===== src/rtl/infc_tx_source.sv =====
// Stream producer endpoint: host FIFO feeding a registered data/ready output stage.
// Optional macro INFC_TX_STATS_EN adds a wrapping transfer counter with synchronous clear.
module infc_tx_source #(
    parameter int DATA_W = 32,
    parameter int DEPTH  = 8
`ifdef INFC_TX_STATS_EN
    ,
    parameter int CNT_W  = 16
`endif
) (
    input  logic                       sys_clk,
    input  logic                       sys_rst,
    input  logic                       wr_valid,
    input  logic [DATA_W-1:0]          wr_data,
    output logic                       wr_full,
    input  logic                       tx_pause,
    output logic [$clog2(DEPTH):0]     level,
    output logic [DATA_W-1:0]          infc_data,
    output logic                       infc_ready,
`ifdef INFC_TX_STATS_EN
    output logic [CNT_W-1:0]           tx_count,
    input  logic                       tx_count_clr,
`endif
    input  logic                       infc_enable
);

    localparam int AW = $clog2(DEPTH);
    localparam logic [AW-1:0] C_PTR_ONE = AW'(1);
    localparam logic [AW:0]   C_CNT_ONE = (AW+1)'(1);
    localparam logic [AW:0]   C_FULL    = (AW+1)'(DEPTH);
    localparam logic [AW:0]   C_ZERO    = (AW+1)'(0);

    typedef enum logic [0:0] {
        ST_EMPTY   = 1'b0,
        ST_PRESENT = 1'b1
    } state_t;

    state_t              r_state;
    state_t              w_state_nxt;
    logic [DATA_W-1:0]   r_mem [DEPTH];
    logic [AW-1:0]       r_wptr;
    logic [AW-1:0]       r_rptr;
    logic [AW:0]         r_count;
    logic [DATA_W-1:0]   r_data;
    logic                w_push;
    logic                w_load;
    logic                w_xfer;
    logic                w_fifo_ne;

    assign wr_full    = (r_count == C_FULL);
    assign w_fifo_ne  = (r_count != C_ZERO);
    assign w_push     = wr_valid & ~wr_full;
    assign infc_ready = (r_state == ST_PRESENT);
    assign w_xfer     = infc_ready & infc_enable;
    assign infc_data  = r_data;
    assign level      = r_count + {{AW{1'b0}}, infc_ready};

    // Output-stage next state and FIFO pop (load) decision
    always_comb begin
        w_state_nxt = r_state;
        w_load      = 1'b0;
        case (r_state)
            ST_EMPTY: begin
                if (w_fifo_ne && !tx_pause) begin
                    w_load      = 1'b1;
                    w_state_nxt = ST_PRESENT;
                end else begin
                    w_state_nxt = ST_EMPTY;
                end
            end
            ST_PRESENT: begin
                if (w_xfer && w_fifo_ne && !tx_pause) begin
                    w_load      = 1'b1;
                    w_state_nxt = ST_PRESENT;
                end else if (w_xfer) begin
                    w_state_nxt = ST_EMPTY;
                end else begin
                    w_state_nxt = ST_PRESENT;
                end
            end
            default: begin
                w_load      = 1'b0;
                w_state_nxt = ST_EMPTY;
            end
        endcase
    end

    // Output-stage state and presented word
    always_ff @(posedge sys_clk or negedge sys_rst) begin
        if (!sys_rst) begin
            r_state <= ST_EMPTY;
            r_data  <= {DATA_W{1'b0}};
        end else begin
            r_state <= w_state_nxt;
            if (w_load) begin
                r_data <= r_mem[r_rptr];
            end
        end
    end

    // FIFO storage; contents are don't-care until a pointer covers them
    always_ff @(posedge sys_clk) begin
        if (w_push) begin
            r_mem[r_wptr] <= wr_data;
        end
    end

    // FIFO pointers and occupancy; a pushed word is only visible to a load one cycle later
    always_ff @(posedge sys_clk or negedge sys_rst) begin
        if (!sys_rst) begin
            r_wptr  <= {AW{1'b0}};
            r_rptr  <= {AW{1'b0}};
            r_count <= C_ZERO;
        end else begin
            if (w_push) begin
                r_wptr <= r_wptr + C_PTR_ONE;
            end
            if (w_load) begin
                r_rptr <= r_rptr + C_PTR_ONE;
            end
            case ({w_push, w_load})
                2'b10:   r_count <= r_count + C_CNT_ONE;
                2'b01:   r_count <= r_count - C_CNT_ONE;
                default: r_count <= r_count;
            endcase
        end
    end

`ifdef INFC_TX_STATS_EN
    localparam logic [CNT_W-1:0] C_TX_ONE = CNT_W'(1);
    logic [CNT_W-1:0] r_tx_count;

    assign tx_count = r_tx_count;

    // Transfer counter; clear takes priority over a same-edge transfer
    always_ff @(posedge sys_clk or negedge sys_rst) begin
        if (!sys_rst) begin
            r_tx_count <= {CNT_W{1'b0}};
        end else if (tx_count_clr) begin
            r_tx_count <= {CNT_W{1'b0}};
        end else if (w_xfer) begin
            r_tx_count <= r_tx_count + C_TX_ONE;
        end else begin
            r_tx_count <= r_tx_count;
        end
    end
`endif

endmodule


===== config.mk =====
export PLATFORM = sky130hd
export DESIGN_NAME = infc_tx_source
export DESIGN_NICKNAME = d
export VERILOG_FILES = /design/src/rtl/infc_tx_source.sv
export SDC_FILE = /design/constraint.sdc
export NUM_CORES = 1
export LEC_CHECK = 0
export ABC_AREA = 1
export CAP_MARGIN = 20
export CORE_UTILIZATION = 31
export DETAILED_ROUTE_END_ITERATION = 10
export SYNTH_ARGS = -nofsm -noshare
export SYNTH_HDL_FRONTEND = slang
export SYNTH_SLANG_ARGS = --single-unit

===== constraint.sdc =====
create_clock -name sys_clk -period 4.55 [get_ports sys_clk]
set_clock_uncertainty 0.2 [all_clocks]
set_input_delay 0.91 -clock sys_clk [delete_from_list [all_inputs] [get_ports sys_clk]]
set_output_delay 0.91 -clock sys_clk [all_outputs]
set_load 0.005 [all_outputs]

==> qor.yml <==
power:
  static_leakage_power_nw: 6.350
  finalPower_mw: 9.033
  power_density_mw_per_mm2: 607.1
  ir_drop_worst_vdd_v: 0.0003336
floorplan:
  effective_utilization_at_floorplan_pct: 31.59
  die-height_um: 203.7
  core_area_mm2: 0.03991
  floorplan.io_pins: 75
  dieArea_mm2: 0.04149
  floorplan.die.width_um: 203.7
  number_of_cell_rows: 73
detailed_routing:
  wire_per_inst_um: 15.51
  top_signal_layer_used: "met5"
  drt_iter0_drc: 621
  route.met3.wl_um: 1462
  route.met2.wl_um: 13990
  met1Wirelength_um: 12260
  wl_um: 28210
  postRouteAntennaNets: 0
  routed-via-count: 8047
  detail_route.drc_violations: 0
  first_pass_iters: 5
  via_per_inst: 4.424
cts:
  clk-insertion-delay-late_ns: 0.55
  cts_made_buffers: 30
  clock_tree_from_tritoncts: "built"
  h-tree-depth: 1
  cts-root-to-sink-buffers: 3
  clkSinkCount: 299
  clkSlewWorstSetupHoldPaths_ns: 0.06
  cts_setup_buffers: 0
  cts_resized: 0
  number_of_hold_repair_buffers_added_at_the_cts_stage: 0
  clock_tree.root_cell: "sky130_fd_sc_hd__clkbuf_16"
logic_synthesis:
  synth_cell_types: 21
  async_flop_share_pct: 14.38
  synth_top_cells_by_area: "sky130_fd_sc_hd__edfxtp_1, sky130_fd_sc_hd__nand2_1, sky130_fd_sc_hd__dfrtp_1"
  synth.top_cells.by_count: "sky130_fd_sc_hd__nand2_1, sky130_fd_sc_hd__edfxtp_1, sky130_fd_sc_hd__inv_1"
  postSynth.topFlopCell: "sky130_fd_sc_hd__edfxtp_1"
  netlist_instances: 1204
  share_of_the_yosys_chip_area_belonging_to_registers_pct: 69.49
  synth-edff-count: 256
  synth.avg_cell_area_um2: 10.47
  synth-warning-count: 0
  synth.largest_area_cell: "sky130_fd_sc_hd__edfxtp_1"
  synthMostInstantiatedCell: "sky130_fd_sc_hd__nand2_1"
  mappedNetlistArea_mm2: 0.01261
  netlist.area_leader.share_pct: 60.96
  syn-num-nets: 1249
  synth-seq-cells: 299
global_routing:
  gr-total-overflow: 0
  largest_net_degree_at_the_start_of_global_routing: 90
  grt_overall_usage_pct: 13.76
  grt_first_pass_wirelength_um: 44480
  grt_antenna_before_repair: 1
  first_global_vias: 8055
critical_path:
  critical_path_peak_fanout: 5
  cp_slowest_stage_delay_ns: 0.51
  crit_arrival_ns: 2.03
  cpLargestDelayFamily: "buffers and inverters"
  worst_path_max_delay_cell: "sky130_fd_sc_hd__clkdlybuf4s50_1"
  timing.critical_path.to_type: "primary output"
  crit_buf_inv: 1
  critical-path-top-cell-by-count: "sky130_fd_sc_hd__ha_1"
  crit_path_cell_trace: "ha_1, ha_1, xor2_1, clkdlybuf4s50_1"
  worst_ep_required_time_ns: 3.44
  crit_path_start_kind: "flip-flop"
  r2r_slack_ns: 1.66
  path_class: "reg2out"
timing:
  fmaxAchievable_mhz: 318.2
  period_needed_ns: 3.143
  fin_tns_setup_ns: 0
  report.final.hold_viol_count: 0
  grt_setup_unrepaired: "no"
  setup_viol: 0
  maxSlewViolCount: 0
  holdWs_ns: 0.1085
  slew_headroom_pct: 31.91
  worst_slew_pin_slew_ns: 1.021
  period_share_pct: 69.07
cells_and_area:
  n_antenna_cell: 0
  synthToLayoutAreaGrowth_pct: 17.99
  layout-drive-gt1-share_pct: 6.028
  finish.cell_count_without_fillers: 1819
  final_nets: 1316
placement:
  place.gp.congestion: 0.7345
  io_buffer_count: 74
  placed_cells_incl_taps: 1764
  dp_hpwl_um: 15910
min_path:
  timing.hold.worst.class: "in2async"
outcome:
  run_status: "finished clean"
flow_run:
  cap_violations: 0
## path summary, 6_finish.rpt
check / to / start / depth (start not counted)
worst min-delay path: infc_data[26] / sys_rst / 1
max in group asynchronous: r_rptr[0] / sys_rst / 2
min in group sys_clk: infc_data[29] / infc_data[29] / 2
worst min register to register: infc_data[29] / infc_data[29] / 2
worst max-delay path: level[2] / r_count[0] / 4
worst max register to register: infc_data[8] / r_rptr[0] / 8
## through the flow
stage | worst slack (ns) | area (um2) | utilization (%)
5_1_grt | 1.286 | 14880 | 37.28
3_3_place_gp | 1.282 | 13930 | 34.89
2_1_floorplan | 1.253 | 12610 | -
6_report | 1.407 | 14880 | 37.28
3_5_place_dp | 1.244 | 13930 | 34.89
4_1_cts | 1.359 | 14880 | 37.28
## cell type report
class                      instances  area, um2
fill                            3837      25040
sequential                       299       8770
multi-input combinational        641       2841
timing repair buffer              91      875.8
clock buffer                      40      829.5
inverter                         208      783.3
tap                              525      656.9
clock inverter                    15      122.6
## layout by cell type (no fill, tap or decap), types with 2 or more instances in the layout
master and instances:
sky130_fd_sc_hd__nand2_1 409, sky130_fd_sc_hd__bufinv_16 2, sky130_fd_sc_hd__clkbuf_8 2, sky130_fd_sc_hd__nor2_1 3, sky130_fd_sc_hd__clkdlybuf4s50_1 73, sky130_fd_sc_hd__dfrtp_1 40, sky130_fd_sc_hd__dfrtp_2 2, sky130_fd_sc_hd__inv_1 206
sky130_fd_sc_hd__nand3_1 198, sky130_fd_sc_hd__clkinv_2 8, sky130_fd_sc_hd__edfxtp_1 256, sky130_fd_sc_hd__xnor2_1 2, sky130_fd_sc_hd__buf_4 16, sky130_fd_sc_hd__clkbuf_16 31, sky130_fd_sc_hd__clkbuf_1 7, sky130_fd_sc_hd__nor2_4 9
sky130_fd_sc_hd__xor2_1 4, sky130_fd_sc_hd__ha_1 7, sky130_fd_sc_hd__o21ai_0 5, sky130_fd_sc_hd__clkinv_1 4
## flip-flops by register name (all words and copies together), names as in the netlist
signal and flops:
r_mem 256, infc_data 32, r_count 4, r_rptr 3
r_wptr 3, infc_ready 1
## logic make-up (layout without fill, tap and decap cells)
| group | count (synthesis) | in the layout | share of synthesized area [%] |
|---|---|---|---|
| and+or+nand+nor | 621 | 621 | 20.55 |
| DFF | 299 | 299 | 69.49 |
| buffers and inverters | 264 | 354 | 8.453 |
| adders and majority gates | 8 | 8 | 0.8532 |
| AOI/OAI and AO/OA | 6 | 6 | 0.2380 |
| xor gates and xnor gates | 6 | 6 | 0.4167 |
## where the power goes
group | switching [mW] | internal [mW] | leakage (nW)
Sequential | 0.359 | 3.51 | 2.85
Combinational | 1.75 | 1.02 | 3.03
Clock | 0.998 | 1.38 | 0.471
Total | 3.11 | 5.92 | 6.35
## per-layer routing
metal  vias up  track usage (%)
met2       183            24.30
met4         2            3.813
met1      3836            17.15
met5         -                0
met3        35            2.461
li1       3991                -
Note: power is estimated with default switching activity, not from simulation.
